**config.mk**
```make
export PLATFORM = sky130hd
export DESIGN_NAME = sine_nco_flat
export DESIGN_NICKNAME = d
export VERILOG_FILES = /design/src/rtl/sine_nco_if.sv /design/src/rtl/sine_nco.sv /design/src/flat_wrapper.sv
export SDC_FILE = /design/constraint.sdc
export NUM_CORES = 1
export LEC_CHECK = 0
export BUFFER_PORTS_ARGS = -buffer_cell sky130_fd_sc_hd__buf_2
export CAP_MARGIN = 25
export CORE_AREA = 5 5 90 100
export DETAILED_ROUTE_END_ITERATION = 12
export DIE_AREA = 0 0 95 105
export PLACE_DENSITY = 0.9
export SYNTH_ARGS = -nofsm -noshare
export SYNTH_HDL_FRONTEND = slang
export SYNTH_SLANG_ARGS = --single-unit
```
**constraint.sdc**
```tcl
create_clock -name clk -period 7 [get_ports clk]
set_input_delay 0.35 -clock clk [delete_from_list [all_inputs] [get_ports clk]]
set_output_delay 0.35 -clock clk [all_outputs]
set_load 0.03 [all_outputs]
```
**src/rtl/sine_nco_if.sv**
```systemverilog
// Control and LUT bus for sine_nco: enable, sync, frequency handshake, LUT address/data, sample output.
interface sine_nco_if #(
   parameter int PHASE_W = 24
);
   logic               en;
   logic               sync_clr;
   logic [PHASE_W-1:0] freq_word;
   logic               freq_valid;
   logic               freq_ready;
   logic [7:0]         lut_addr;
   logic [7:0]         lut_data;
   logic [8:0]         sample_out;
   logic               sample_valid;

   modport master (
      output en, sync_clr, freq_word, freq_valid, lut_data,
      input  freq_ready, lut_addr, sample_out, sample_valid
   );

   modport slave (
      input  en, sync_clr, freq_word, freq_valid, lut_data,
      output freq_ready, lut_addr, sample_out, sample_valid
   );
endinterface

```
**src/rtl/sine_nco.sv**
```systemverilog
// Phase-accumulator NCO folding phase into a quarter-wave LUT; 1-cycle sample latency, freq_ready low while a word is pending.
// SINE_UNSIGNED_OUT_EN selects offset-binary output (256 + signed value) instead of two's complement.
module sine_nco #(
   parameter int                 PHASE_W      = 24,
   parameter logic [PHASE_W-1:0] DEFAULT_FREQ = '0
) (
   input logic        clk,
   input logic        rst_n,
   sine_nco_if.slave  bus
);
   typedef enum logic [1:0] {IDLE, RUN, PENDING} state_t;

`ifdef SINE_UNSIGNED_OUT_EN
   localparam logic [8:0] SAMPLE_RST = 9'd256;
`else
   localparam logic [8:0] SAMPLE_RST = 9'd0;
`endif

   state_t             state;
   logic [PHASE_W-1:0] phase_acc;
   logic [PHASE_W-1:0] freq_reg;
   logic [PHASE_W-1:0] pending_reg;
   logic               freq_ready_q;
   logic [8:0]         sample_q;
   logic               sample_valid_q;

   logic [PHASE_W:0]   sum;
   logic               wrap;
   logic [1:0]         quad;
   logic [7:0]         idx;
   logic [8:0]         mag;
   logic [8:0]         sample_nxt;
   logic               xfer;

   assign sum  = {1'b0, phase_acc} + {1'b0, freq_reg};
   assign wrap = sum[PHASE_W];
   assign quad = phase_acc[PHASE_W-1:PHASE_W-2];
   assign idx  = phase_acc[PHASE_W-3:PHASE_W-10];
   assign xfer = bus.freq_valid & freq_ready_q;
   assign mag  = {1'b0, bus.lut_data};

   // Odd quadrants run the quarter wave backwards; the upper half is negated.
`ifdef SINE_UNSIGNED_OUT_EN
   assign sample_nxt = quad[1] ? (9'd256 - mag) : (9'd256 + mag);
`else
   assign sample_nxt = quad[1] ? (9'd0 - mag) : mag;
`endif

   assign bus.lut_addr     = quad[0] ? (8'd255 - idx) : idx;
   assign bus.freq_ready   = freq_ready_q;
   assign bus.sample_out   = sample_q;
   assign bus.sample_valid = sample_valid_q;

   always_ff @(posedge clk) begin
      if (!rst_n) begin
         state          <= IDLE;
         phase_acc      <= '0;
         freq_reg       <= DEFAULT_FREQ;
         pending_reg    <= '0;
         freq_ready_q   <= 1'b1;
         sample_q       <= SAMPLE_RST;
         sample_valid_q <= 1'b0;
      end else begin
         if (bus.sync_clr)
            phase_acc <= '0;
         else if (bus.en && state != IDLE)
            phase_acc <= sum[PHASE_W-1:0];

         if (bus.en)
            sample_q <= sample_nxt;
         sample_valid_q <= bus.en;

         case (state)
            IDLE: begin
               if (xfer)
                  freq_reg <= bus.freq_word;
               if (bus.en)
                  state <= RUN;
            end
            RUN: begin
               if (xfer && bus.en) begin
                  pending_reg  <= bus.freq_word;
                  freq_ready_q <= 1'b0;
                  state        <= PENDING;
               end else if (xfer) begin
                  freq_reg <= bus.freq_word;
                  state    <= IDLE;
               end else if (!bus.en) begin
                  state <= IDLE;
               end
            end
            PENDING: begin
               // Swap on wrap keeps the waveform phase-continuous.
               if (!bus.en) begin
                  freq_reg     <= pending_reg;
                  freq_ready_q <= 1'b1;
                  state        <= IDLE;
               end else if (bus.sync_clr || wrap) begin
                  freq_reg     <= pending_reg;
                  freq_ready_q <= 1'b1;
                  state        <= RUN;
               end
            end
            default: begin
               freq_ready_q <= 1'b1;
               state        <= IDLE;
            end
         endcase
      end
   end
endmodule
```
**src/flat_wrapper.sv**
```systemverilog
// flat-port wrapper written by rule: the top's interface ports become plain ports
module sine_nco_flat 
#(
   parameter int                 PHASE_W      = 24,
   parameter logic [PHASE_W-1:0] DEFAULT_FREQ = '0
)
  (clk, rst_n, bus_en, bus_sync_clr, bus_freq_word, bus_freq_valid, bus_lut_data, bus_freq_ready, bus_lut_addr, bus_sample_out, bus_sample_valid);
  sine_nco_if #(.PHASE_W(PHASE_W)) bus_i ();
  input logic clk;
  input logic rst_n;
  input wire logic [$bits(bus_i.en)-1:0] bus_en;
  input wire logic [$bits(bus_i.sync_clr)-1:0] bus_sync_clr;
  input wire logic [$bits(bus_i.freq_word)-1:0] bus_freq_word;
  input wire logic [$bits(bus_i.freq_valid)-1:0] bus_freq_valid;
  input wire logic [$bits(bus_i.lut_data)-1:0] bus_lut_data;
  output wire logic [$bits(bus_i.freq_ready)-1:0] bus_freq_ready;
  output wire logic [$bits(bus_i.lut_addr)-1:0] bus_lut_addr;
  output wire logic [$bits(bus_i.sample_out)-1:0] bus_sample_out;
  output wire logic [$bits(bus_i.sample_valid)-1:0] bus_sample_valid;
  assign bus_i.en = bus_en;
  assign bus_i.sync_clr = bus_sync_clr;
  assign bus_i.freq_word = bus_freq_word;
  assign bus_i.freq_valid = bus_freq_valid;
  assign bus_i.lut_data = bus_lut_data;
  assign bus_freq_ready = bus_i.freq_ready;
  assign bus_lut_addr = bus_i.lut_addr;
  assign bus_sample_out = bus_i.sample_out;
  assign bus_sample_valid = bus_i.sample_valid;
  sine_nco #(.PHASE_W(PHASE_W), .DEFAULT_FREQ(DEFAULT_FREQ)) u_core (.clk(clk), .rst_n(rst_n), .bus(bus_i));
endmodule
```
# Word-level counts from Yosys, hierarchy flattened
# Index checks and enable logic that the tools add are counted.
[word_totals] register_bits=85 input_bits=37 out_inout_bits=19 elab_cells=49
[op_classes] addsub=3 eq_ne=7 mux=18 bitwise_logic=3 n_reduce_logical=11
[op_table] op="$mux 24" n=4
[op_table] op="$pmux 24 s3" n=1
[op_table] op="$add 24x24->25" n=1
[op_table] op="$mux 2" n=6
[op_table] op="$mux 9" n=1
[op_table] op="$reduce_and 3->1" n=3
[op_table] op="$sub 1x8->9 const A" n=1
[op_table] op="$mux 8" n=1
[op_table] op="$sub 8x8->8 const A" n=1
[op_table] op="$pmux 2 s3" n=1
[op_table] op="$ne 2x2->1 const B" n=2
[op_table] op="$ne 4x2->1 const B" n=1
[op_table] op="$mux 1" n=3
[op_table] op="$ne 3x2->1 const B" n=1
[op_table] op="$pmux 1 s3" n=1
[op_table] op="$reduce_bool 3->1" n=1
[op_table] op="$eq 2x1->1 const B" n=1
[op_table] op="$eq 2x2->1 const B" n=1
[op_table] op="$logic_and 1x1->1" n=2
[op_table] op="$logic_not 2->1" n=1
[op_table] op="$ne 2x1->1 const B" n=1
[op_table] op="$not 1->1" n=2
[op_table] op="$reduce_and 2->1" n=1
[op_table] op="$reduce_bool 2->1" n=1
[op_table] op="3 further kinds" n=3

# Longest topological paths before layout
# Gate-level depths: netlist of run 1.
[depth] ltp_word=5 mapped_depth=9 mapped_depth_nobuf=8

# Worst setup path after synthesis of run 1
# OpenSTA, ideal clock, no wires.
[synth_path] kind="register to register" startpoint="reg u_core.freq_reg[0]" endpoint="reg u_core.freq_reg[10]" setup_ps=119 arrival_ps=2203 t_required_ps=6881 setup_slack_ps=4679 stages_incl_launch_ff=10 path_buffers=1 period_less_slack_ps=2321 cell_sequence="dfxtp_1 ha_1 fa_1 a211oi_2 o211ai_1 a21oi_2 a21oi_2 o21a_4 buf_6 o221a_1"
[synth_via] elab_chain_cells=4
[synth_rtl] item="start, declared" line_no="sine_nco.sv:21" rtl="logic [PHASE_W-1:0] freq_reg;"
[synth_rtl] item="start signal, assigned" line_no="sine_nco.sv:76" rtl="freq_reg <= bus.freq_word;"
[synth_rtl] item="start signal, assigned" line_no="sine_nco.sv:86" rtl="freq_reg <= bus.freq_word;"
[synth_rtl] item="start signal, assigned" line_no="sine_nco.sv:95" rtl="freq_reg <= pending_reg;"
[synth_rtl] item="$add 24x24->25" line_no="sine_nco.sv:35" rtl="assign sum = {1'b0, phase_acc} + {1'b0, freq_reg};"
[synth_rtl] item="$logic_or 1x1->1" line_no="sine_nco.sv:98" rtl="end else if (bus.sync_clr || wrap) begin"
[synth_rtl] item="$ne 3x2->1 (no source line)"
[synth_rtl] item="$reduce_and 3->1 (no source line)"
# Every way passes these cells.
# A chain may end at the register's enable or synchronous reset.

# Worst setup path after layout of run 1
[layout_path] startpoint="reg u_core.freq_reg[0]" endpoint="reg u_core.freq_reg[2]"
# Same word-level chain as after synthesis.

==> flow_summary.ini, run 1 <==
[run_status]
outcome = complete, no violations

[logic_synthesis]
synth-edff-count = 0
yosys_most_used_dff = dfxtp_1
syn_avg_cell_area_um2 = 8.48
ys_warn_count = 0
ys_seq_elements = 85
synth-xor-area-share = 0.0584
synthSimpleGateAreaFrac = 0.170
yosysSeqAreaShare = 0.354
synth_compound_gate_area_share = 0.302
synth_top_family_by_area = compound AO/OA/AOI/OAI gates
synth_area_leader_cell = dfxtp_1
synth_cell_types = 60
syn_nets = 629
synth-adder-area-share = 0.0693
syn_area_mm2 = 0.00480
async_reset_ff_frac = 0
synthCells = 566
synth_area_leaders = dfxtp_1 (35%), nand2_1 (9.3%), ha_1 (6.5%), o221a_1 (5.6%), xor2_1 (3.6%)
synth_top_area_share = 0.354
synthMuxAreaShare = 0.00625

[clock_tree]
cts_resized = 0
cts_setup_buffers = 0
clkSlewWorstSetupHoldPaths_ps = 90
cts_tree = built
htreeDepth = 3
cts_buffer_depth = 2
numCtsBuffers = 9
root_buffer = clkbuf_8
clock_sinks = 85
clk_latency_ps = 360
holdBufCountCts = 0

[place]
dp_hpwl_um = 8370
placed_area_mm2 = 0.00506
dp_cells = 693
place_congestion = 0.910
place.port_buffers = 55
dp_slack_ps = 4350

[pwr]
leakagePower_nw = 2.14
ir_drop_v = 0.000160
pwr-share-seq = 0.508
power_frac_comb = 0.146
power_frac_clock = 0.346
switching_share = 0.287
intPower_uw = 734
total_power_mw = 1.03
cellPowerDensity_mw_per_mm2 = 196
p_sw_uw = 295

[sta]
min_period_ps = 2690
max_freq_ghz = 0.372
slew_headroom = 0.314
rsz0062_at_grt = no
tightest_slew_ps = 1030
skew_ps = 11.6
setup_tns_ps = 0
timing.final.ws_setup_ps = 4310
post-route-period-util = 0.384
slew_viol_final = 0
setup_viol = 0
hold_ws_ps = 233
finalHoldViolCount = 0

[layout]
n_antenna_cell = 0
drive_above_1_share = 0.141
finish.instance_area_mm2 = 0.00526
final_core_util = 0.671
final_common_cell = nand2_1
final_cell_mix = nand2_1 (119), dfxtp_1 (85), buf_2 (55)
num-nets-final = 659
syn2layout_area_growth_pct = 9.43
stdcell_count = 709

[route]
vias = 4385
routed_wl_um = 11600
drt-initial-drc-count = 309
wl_per_cell_um = 16.4
ant_nets = 0
firstDrtPassIters = 5
drc = 0
via_per_inst = 6.18

[critical_path]
crit_buf_inv = 0
path_max_fanout = 27
path_class = reg2reg
cp-end-kind = register
crit_top_cell = a21oi_2
cp_top_family = compound AO/OA/AOI/OAI gates
arrival_ps = 2990
crit_path_top_delay_cell = nor2_4
path_cells = ha_1 > fa_1 > a211oi_2 > o211ai_1 > a21oi_2 > a21oi_2 > nor2_4 > o221a_1
critPathRequiredTime_ps = 7300
cpPeakStageDelay_ps = 470
start_kind = register

[die]
row_count = 34
die_w_um = 95
core-area_mm2 = 0.00783
dieArea_mm2 = 0.00998
io_pins = 56
fp.dieH_um = 105
start_util = 0.613

[global_route]
grt_pass1_wl_um = 19300
grt_pass1_vias = 4076
grt_start_max_net_pins = 63
grt_overflow_total = 0
grt_use_total = 0.239
antenna_found_initial = 0

[flow_run]
maxCapViolCount = 0

[worst_hold_path]
worstHoldPathType = in2reg
power groups by stage:
stage	Combinational (mW)	Sequential (mW)	Clock (mW)
after floorplan	0.106	0.533	0
after global placement	0.143	0.532	0
after CTS	0.149	0.522	0.361
final	0.150	0.523	0.356
after global routing	0.165	0.524	0.387
after detailed placement	0.148	0.533	0
metal layers:
metal	routed length (µm)	global-route usage	up-vias
li1	-	-	2135
met1	4940	0.315	2040
met2	5600	0.382	177
met3	749	0.0446	33
met4	309	0.0959	0
met5	0	0	-
worst paths after layout:
path	startpoint	endpoint	slack (ps)	cells past startpoint
setup / recovery	u_core.freq_reg[0]$_SDFFE_PN0P_	u_core.freq_reg[2]$_SDFFE_PN0P_	4310	8
hold / removal	bus_freq_word[17]	u_core.pending_reg[17]$_SDFFE_PN0P_	230	3
setup reg to reg	u_core.freq_reg[0]$_SDFFE_PN0P_	u_core.freq_reg[2]$_SDFFE_PN0P_	4310	8
hold reg to reg	u_core.pending_reg[11]$_SDFFE_PN0P_	u_core.pending_reg[11]$_SDFFE_PN0P_	460	2
worst min-delay path, cell delays in order:
cell and delay [ps]:
buf_2 100, nand2_1 50, a21boi_1 50
final cells by class:
cell class / count / area (µm²)
Multi-Input combinational cell: 438 / 2910
Inverter: 5 / 18.8
Sequential cell: 85 / 1700
Fill cell: 628 / 2570
Clock buffer: 10 / 128
Timing Repair Buffer: 57 / 290
Clock inverter: 6 / 71.3
Tap cell: 108 / 135
synth_stat cells, types with 5 or more instances:
cell	instances
nand2_1	119
dfxtp_1	85
a21oi_1	31
clkbuf_1	28
ha_1	25
o22ai_1	25
o221a_1	24
a21boi_1	21
xor2_1	20
nor2_1	14
o21ai_0	14
nand3_1	13
o211ai_1	12
xnor2_1	12
o21ai_1	11
and3_1	7
o211a_1	7
o21a_1	7
a211oi_1	6
a21boi_0	6
a21o_1	5
buf_2	5
nand2b_1	5
o31ai_1	5
cells by family after synthesis:
| family | count (synthesis) |
|---|---|
| DFF | 85 |
| adders and majority gates | 26 |
| muxes | 3 |
| and+or+nand+nor | 181 |
| AOI/OAI and AO/OA | 196 |
| buffers and inverters | 43 |
| xor gates and xnor gates | 32 |
Note: power is estimated with default switching activity, not from simulation.
==> run 2, diff against run 1 <==
--- a/config.mk
+++ b/config.mk
@@ -7,10 +7,10 @@
 export LEC_CHECK = 0
 export BUFFER_PORTS_ARGS = -buffer_cell sky130_fd_sc_hd__buf_2
 export CAP_MARGIN = 25
-export CORE_AREA = 5 5 90 100
+export CORE_AREA = 5 5 97 108
 export DETAILED_ROUTE_END_ITERATION = 12
-export DIE_AREA = 0 0 95 105
-export PLACE_DENSITY = 0.9
+export DIE_AREA = 0 0 102 113
+export PLACE_DENSITY = 0.82
 export SYNTH_ARGS = -nofsm -noshare
 export SYNTH_HDL_FRONTEND = slang
 export SYNTH_SLANG_ARGS = --single-unit
==> constraint.sdc (replaced) <==
create_clock -name clk -period 2.3 [get_ports clk]
set_input_delay 0.115 -clock clk [delete_from_list [all_inputs] [get_ports clk]]
set_output_delay 0.115 -clock clk [all_outputs]
set_load 0.03 [all_outputs]
==> run 2 against run 1 <==
The run now ends with negative hold slack, negative setup slack left; via count up 6.0%; non-clock buffer count up 40; first-iteration DRC count down 2.6%; critical endpoint is now u_core.freq_reg[23]$_SDFFE_PN0P_; sequential share of layout area down 3.0 points; highest routed layer unchanged; flip-flop and latch count unchanged; largest cell class unchanged.
==> flow_summary.ini, run 2 (same netlist as run 1, synthesis figures left out) <==
[run_status]
outcome = complete, but fails checks
violations = negative hold slack, negative setup slack

[clock_tree]
numCtsBuffers = 9
cts_tree = built
cts_buffer_depth = 2
htreeDepth = 3
clk_latency_ps = 370
clock_sinks = 85
clkSlewWorstSetupHoldPaths_ps = 90
root_buffer = clkbuf_8

[route]
routed_wl_um = 13200
drc = 0
drt-initial-drc-count = 301
firstDrtPassIters = 5
ant_nets = 0
vias = 4646
wl_per_cell_um = 17.3
via_per_inst = 6.11

[global_route]
grt_pass1_vias = 4569
grt_use_total = 0.223
use_met2 = 0.368
grt_overflow_total = 0
met3_usage = 0.0284
antenna_found_initial = 0
grt_pass1_wl_um = 21000
top_usage_layer = met2
grt_start_max_net_pins = 61
met1_usage = 0.281

[die]
core-area_mm2 = 0.00921
start_util = 0.521
die_w_um = 102
dieArea_mm2 = 0.0115
row_count = 37
io_pins = 56
fp.dieH_um = 113

[sta]
slew_headroom = 0.418
setup_viol = 24
skew_ps = 12.9
min_period_ps = 2330
tightest_slew_ps = 869
post-route-period-util = 1.01
hold_ws_ps = -0.339
finalHoldViolCount = 1
slew_viol_final = 0
timing.final.ws_setup_ps = -32.5
max_freq_ghz = 0.429
rsz0062_at_grt = yes

[place]
placed_area_mm2 = 0.00526
dp_slack_ps = 13.4
place_congestion = 0.950
dp_hpwl_um = 8840
dp_cells = 725
place.port_buffers = 55

[critical_path]
arrival_ps = 2650
cpPeakStageDelay_ps = 370
crit_buf_inv = 1
cp-end-kind = register
path_max_fanout = 13
cp_top_family = compound AO/OA/AOI/OAI gates
start_kind = register
r2r_setup_slack_ps = -30
critPathRequiredTime_ps = 2610
crit_path_top_delay_cell = fa_2
path_class = reg2reg
path_cells = ha_4 > fa_2 > a211oi_2 > o211ai_1 > a21oi_2 > a21oi_4 > nor2_4 > clkbuf_16 > o221a_1

[layout]
final_core_util = 0.629
finish.instance_area_mm2 = 0.00579
final_cell_mix = nand2_1 (119), dfxtp_1 (83), buf_2 (55)
syn2layout_area_growth_pct = 20.6
drive_above_1_share = 0.196
final_common_cell = nand2_1
n_antenna_cell = 0
num-nets-final = 702
stdcell_count = 761

[pwr]
leakagePower_nw = 2.36
ir_drop_v = 0.000494
cellPowerDensity_mw_per_mm2 = 574

[worst_hold_path]
worstHoldPathType = in2reg

[flow_run]
maxCapViolCount = 0
[run 2: worst reg2reg max path, cell delays in order, from the launching register on]
cell,delay [ps]
dfxtp_2,350
ha_4,170
fa_2,370
a211oi_2,280
o211ai_1,180
a21oi_2,240
a21oi_4,130
nor2_4,190
clkbuf_16,200
o221a_1,180
[run 2: repair_timing]
item	4_1_cts	5_1_grt
resized for setup	0	17
cloned	0	4
setup endpoints to repair	18	29
setup buffers	0	2
pin swaps	1	13
hold buffers	15	0
endpoints found under the hold margin	15	0
[run 2: layout make-up]
type                       instances  area [µm²]
fill                             751        3420
multi-input combinational        441        3040
sequential                        85        1700
timing repair buffer              97         662
tap                              117         146
clock buffer                      11         141
clock inverter                     5        81.3
inverter                           5        18.8
[run 2: power by group]
part           switching, mW  internal, mW
logic                  0.292         0.233
registers             0.0572          1.54
clock network          0.564         0.644
total                  0.913          2.41
[run 2: final timing paths]
| path | from | end | cells past startpoint |
|---|---|---|---|
| max reg2reg | u_core.freq_reg[0]$_SDFFE_PN0P_ | u_core.freq_reg[23]$_SDFFE_PN0P_ | 9 |
| min reg2reg | u_core.pending_reg[17]$_SDFFE_PN0P_ | u_core.pending_reg[17]$_SDFFE_PN0P_ | 2 |
| min | bus_freq_word[10] | u_core.pending_reg[10]$_SDFFE_PN0P_ | 3 |
| max | u_core.freq_reg[0]$_SDFFE_PN0P_ | u_core.freq_reg[23]$_SDFFE_PN0P_ | 9 |
[run 2: per-layer routing]
metal  share of wire  wire (µm)  up-vias
met5               0          0        -
met4           0.035        465        0
met3           0.054        718       45
met2            0.49       6490      163
met1            0.42       5520     2211
li1                -          -     2227
[run 2: metrics by stage]
step           total power, mW  TNS (ps)
2_1_floorplan             1.95         0
3_3_place_gp              2.07         0
3_5_place_dp              2.09         0
4_1_cts                   3.29         0
5_1_grt                   3.46     -3210
6_report                  3.33      -375
